### config.mk
export PLATFORM = sky130hd
export DESIGN_NAME = led_matrix_scan
export DESIGN_NICKNAME = d
export VERILOG_FILES = /design/src/rtl/led_matrix_scan.sv
export SDC_FILE = /design/constraint.sdc
export NUM_CORES = 1
export LEC_CHECK = 0
export BUFFER_PORTS_ARGS = -buffer_cell sky130_fd_sc_hd__buf_2
export CAP_MARGIN = 25
export CORE_MARGIN = 4
export CORE_UTILIZATION = 50
export DETAILED_ROUTE_END_ITERATION = 10
export GPL_TIMING_DRIVEN = 0
export HOLD_SLACK_MARGIN = 0.02
export PLACE_DENSITY = 0.8
export REMOVE_ABC_BUFFERS = 1
export SKIP_CTS_REPAIR_TIMING = 1
export SYNTH_ARGS = -nofsm -noshare
export SYNTH_HDL_FRONTEND = slang
export SYNTH_SLANG_ARGS = --single-unit
### constraint.sdc
create_clock -name clk -period 4 [get_ports clk]
set_clock_uncertainty 0.1 [all_clocks]
set_input_delay 0.2 -clock clk [delete_from_list [all_inputs] [get_ports clk]]
set_output_delay 0.2 -clock clk [all_outputs]
set_load 0.03 [all_outputs]
### src/rtl/led_matrix_scan.sv
// Time-multiplexed ANODES x CATHODES LED matrix driver with per-slot blanking, global PWM and double-buffered frames.
// Optional feature macro: LED_SCAN_SKIP_EN (dark slots collapse to a single cycle).
module led_matrix_scan #(
  parameter int unsigned ANODES   = 4,
  parameter int unsigned CATHODES = 4,
  parameter int unsigned BLANK    = 4,
  parameter int unsigned PWM_BITS = 5
) (
  input  logic                         clk,
  input  logic                         reset,
  input  logic [ANODES*CATHODES-1:0]   ledbits,
  input  logic [PWM_BITS-1:0]          brightness,
  input  logic                         load,
  output logic [ANODES-1:0]            aled,
  output logic [CATHODES-1:0]          kled_tri,
  output logic                         frame_start
);

  localparam int unsigned N  = ANODES * CATHODES;
  localparam int unsigned S  = BLANK + (1 << PWM_BITS);
  localparam int unsigned CW = $clog2(S);
  localparam int unsigned SW = (N > 1) ? $clog2(N) : 1;
  localparam int unsigned AW = (ANODES > 1) ? $clog2(ANODES) : 1;
  localparam int unsigned KW = (CATHODES > 1) ? $clog2(CATHODES) : 1;

  logic [CW-1:0]       c;
  logic [SW-1:0]       s;
  logic [AW-1:0]       a;
  logic [KW-1:0]       k;
  logic [N-1:0]        act_bits;
  logic [N-1:0]        pend_bits;
  logic [PWM_BITS-1:0] act_br;
  logic [PWM_BITS-1:0] pend_br;

  logic                boundary_c;
  logic                slot_end_c;
  logic                lit_c;
  logic [CW-1:0]       pwm_off_c;
`ifdef LED_SCAN_SKIP_EN
  logic [N-1:0]        eff_bits_c;
`endif

  // Slot timing and drive decision at the current (s, c)
  always_comb begin
    boundary_c = (s == '0) && (c == '0);
    pwm_off_c  = c - CW'(BLANK);
    lit_c      = act_bits[s] && (c >= CW'(BLANK)) && (pwm_off_c < CW'(act_br));
`ifdef LED_SCAN_SKIP_EN
    // On the boundary the buffer being promoted decides slot 0's length
    eff_bits_c = boundary_c ? pend_bits : act_bits;
    slot_end_c = (c == CW'(S - 1)) || !eff_bits_c[s];
`else
    slot_end_c = (c == CW'(S - 1));
`endif
  end

  // Cycle, slot, anode and cathode counters; a/k track s without a divider
  always_ff @(posedge clk) begin
    if (reset) begin
      c <= '0;
      s <= '0;
      a <= '0;
      k <= '0;
    end else if (slot_end_c) begin
      c <= '0;
      if (s == SW'(N - 1)) begin
        s <= '0;
        a <= '0;
        k <= '0;
      end else begin
        s <= s + 1'b1;
        if (a == AW'(ANODES - 1)) begin
          a <= '0;
          k <= k + 1'b1;
        end else begin
          a <= a + 1'b1;
        end
      end
    end else begin
      c <= c + 1'b1;
    end
  end

  // Pending buffer takes loads; active buffer swaps only on the frame boundary
  always_ff @(posedge clk) begin
    if (reset) begin
      pend_bits <= '0;
      pend_br   <= '1;
      act_bits  <= '0;
      act_br    <= '1;
    end else begin
      if (load) begin
        pend_bits <= ledbits;
        pend_br   <= brightness;
      end
      if (boundary_c) begin
        act_bits <= pend_bits;
        act_br   <= pend_br;
      end
    end
  end

  // Registered pin drive; anode and cathode always switch together
  always_ff @(posedge clk) begin
    if (reset) begin
      aled        <= '1;
      kled_tri    <= '0;
      frame_start <= 1'b0;
    end else begin
      frame_start <= boundary_c;
      aled        <= lit_c ? ~(ANODES'(1) << a) : '1;
      kled_tri    <= lit_c ? (CATHODES'(1) << k) : '0;
    end
  end

endmodule

==> metrics <==
Async SR Flop Fraction=0%; Via Count=2,104; core area=about 0.0052 mm2; most frequent CP cell=ha_1; Post-synth EDFFs=0; Psw=about 350 uW; Synth Area in XOR/XNOR=1.90%; Lkg Pwr=between 1 and 1.5 nW; setup TNS=0 ps; Area Growth Syn to Fin=17.7%; row cnt=26; Hold Worst Slack=-13.3 ps; Post-Syn Instances=302; first-pass GRT wire length=8750 um; worst path cell trace=inv_1, ha_1, xor2_1, ha_1, a311oi_1, nand4_1, or2_4, nor4b_1; Ant. Diodes=0; placed inst area=0.00295 mm2; Worst Path Max Fanout=7; largest family of logic cells by synthesized area=simple AND/OR/NAND/NOR gates; Clock Power Share=37.4%; gr ovfl total=0; largest net degree at the start of global routing=between 50 and 60; Post-Route WL=around 5000 um; IO Count=33; Tot GR Track Use=between 10% and 20%; fin area=approximately 0.0033 mm2; Seq/Total Area, Yosys=47.1%; Hold/Removal Path Class=in -> reg; CP max stage delay=500 ps; clock root buffer=clkbuf_8; Final Slew Violations=0; Die W=82.4 um; Distinct cells, synth=41; Buffers on Ports=32; Max-Cap Viols=0; pre-CTS setup slack=1620 ps; Antenna Nets Post-Route=0; Relative slew margins=38.0%; CTS buffer count=9; crit path capture type=flip-flop; PD cells=roughly 410 mW/mm2; initial antenna violation count=0; Final Core Density=62.2%; Synth Area in Compound Gates=under 10%; die footprint=between 0.006 and 0.007 mm2; GP Congestion=around 0.83; Tot Pwr=1.35 mW; Crit. Startpoint=c[2]; CTS tree=yes; H-tree depth=3; Synth Area in Simple Gates=about 20%; Starting Density=52.8%; area share of the largest cell type after synthesis=roughly 47%; critical path startpoint category=flip-flop; Via density=5.03; FMAX=412 MHz; RSZ-0062 raised after global routing=no; post-synthesis register bit count=65; Die Ht=82.4 um; Power Internal=1000 uW; Gate power share=a little over a tenth; Final setup viols=0; worst hold start=ledbits[1]; post-layout min period=around 2400 ps; class of the most critical setup path=reg -> reg; DR WL/cell=around 12 um; post-route DRC violation count=0; top cells by count, synth=dfxtp_1, nand2_1, nor2_1; Peak VDD IR=between 300 and 400 uV; arrival time worst endpoint=2570 ps; vias in the first global route=slightly above 2,000; Synth area leader=dfxtp_1; Worst EP required=4140 ps; failing checks=hold timing; clock sinks=65; dpl hpwl=approximately 3200 um; Synth area leaders=dfxtp_1, mux2i_1, ha_1; area of the mapped netlist=about 0.0028 mm2; Post-synth top flop=dfxtp_1; Clock transition at path regs=about 70 ps; slowest library cell on the worst path=dfxtp_1; fin nets=roughly 380; flop-to-flop setup slack=between 1500 and 2000 ps; post-synthesis mux area share=approximately a tenth; number of fill cells=465; worst-skew pair later-pin latency=between 300 and 400 ps; Seq pwr share=51.6%; post-layout worst setup margin=1570 ps; switch share=~26%; final worst-path cycle share=between 60 and 70%; First DRT Iteration DRCs=105; average cell area after synthesis=9.16 um2; top-count cell post-synth=dfxtp_1; Synth Area in Adders=roughly 7.2%; status=finished, violations left; drt first pass iters=4; reg2reg start=c[2]; Hold Vio Cnt, Final=7; slew at the pin closest to its max-slew limit=928 ps; Max clock buf depth=2; Ys Warns=0; layout cells sized above 1=between 10% and 20%
cells by family after synthesis:
| family | count (synthesis) |
|---|---|
| multiplexers | 26 |
| AO/OA/AOI/OAI | 41 |
| buffers and inverters | 28 |
| flip-flops | 65 |
| XOR/XNOR | 6 |
| AND/OR/NAND/NOR | 120 |
| adder cells (fa/ha/maj) | 16 |
power groups by stage:
stage / clock network (mW) / registers, mW / logic (mW)
finish: 0.504 / 0.695 / 0.148
global route: 0.546 / 0.699 / 0.172
CTS: 0.516 / 0.695 / 0.142
detailed placement: 0 / 0.709 / 0.140
global placement: 0 / 0.708 / 0.135
floorplan: 0 / 0.707 / 0.0897
final timing paths:
kind	to	cells past startpoint
worst min register to register	act_bits[5]	2
worst max-delay path	kled_tri[2]	8
worst min-delay path	pend_bits[1]	3
worst max register to register	kled_tri[2]	8
layout make-up:
| cell class | count | area [um2] | area share (%) |
|---|---|---|---|
| Tap cell | 70 | 87.6 | 2.69 |
| Sequential cell | 65 | 1300 | 40.0 |
| Timing Repair Buffer | 44 | 280 | 8.61 |
| Multi-Input combinational cell | 209 | 1350 | 41.5 |
| Clock inverter | 4 | 27.5 | 0.846 |
| Inverter | 14 | 52.6 | 1.61 |
| Clock buffer | 12 | 155 | 4.77 |
flip-flops by register name, indices dropped and copies added (netlist names):
register and flops:
s 4, c 6, pend_br 5, kled_tri 4
aled 4, k 2, pend_bits 16, frame_start 1
act_bits 16, act_br 5, a 2
layout by cell type (no fill, tap or decap), drive strengths merged, types with 3 or more instances in the layout:
cell and count:
dfxtp 65, nand2 50, nor2 35, buf 32
mux2i 25, a21oi 20, ha 16, inv 14
dlygate4sd3 12, clkbuf 12, nand3 7, nor2b 7
a211o 6, nand3b 5, xor2 3, nand2b 3
a311oi 3, xnor2 3, clkinvlp 3
metal layers:
metal / up-vias / share of wire, % / track usage, %
li1: 1105 / - / -
met1: 958 / 47 / 18.5
met2: 33 / 47 / 28.6
met3: 8 / 4.4 / 6.51
met4: 0 / 2.1 / 9.63
met5: - / 0 / 0
worst max-delay path, delay by kind of cell (launching register included):
| kind | cells | cell delay (ps) |
|---|---|---|
| simple gates | 3 | 730 |
| flops | 1 | 500 |
| fa+ha+maj | 2 | 440 |
| compound gates | 1 | 260 |
| xor+xnor | 1 | 160 |
| buf+inv | 1 | 140 |
stage by stage:
stage	std cells	hold WS [ps]
final	418	-13.3
after CTS	406	-53.7
after floorplan	288	169
after detailed placement	390	311
after global placement	390	304
after global routing	418	21.3
Power figures use the tool's default switching activity.
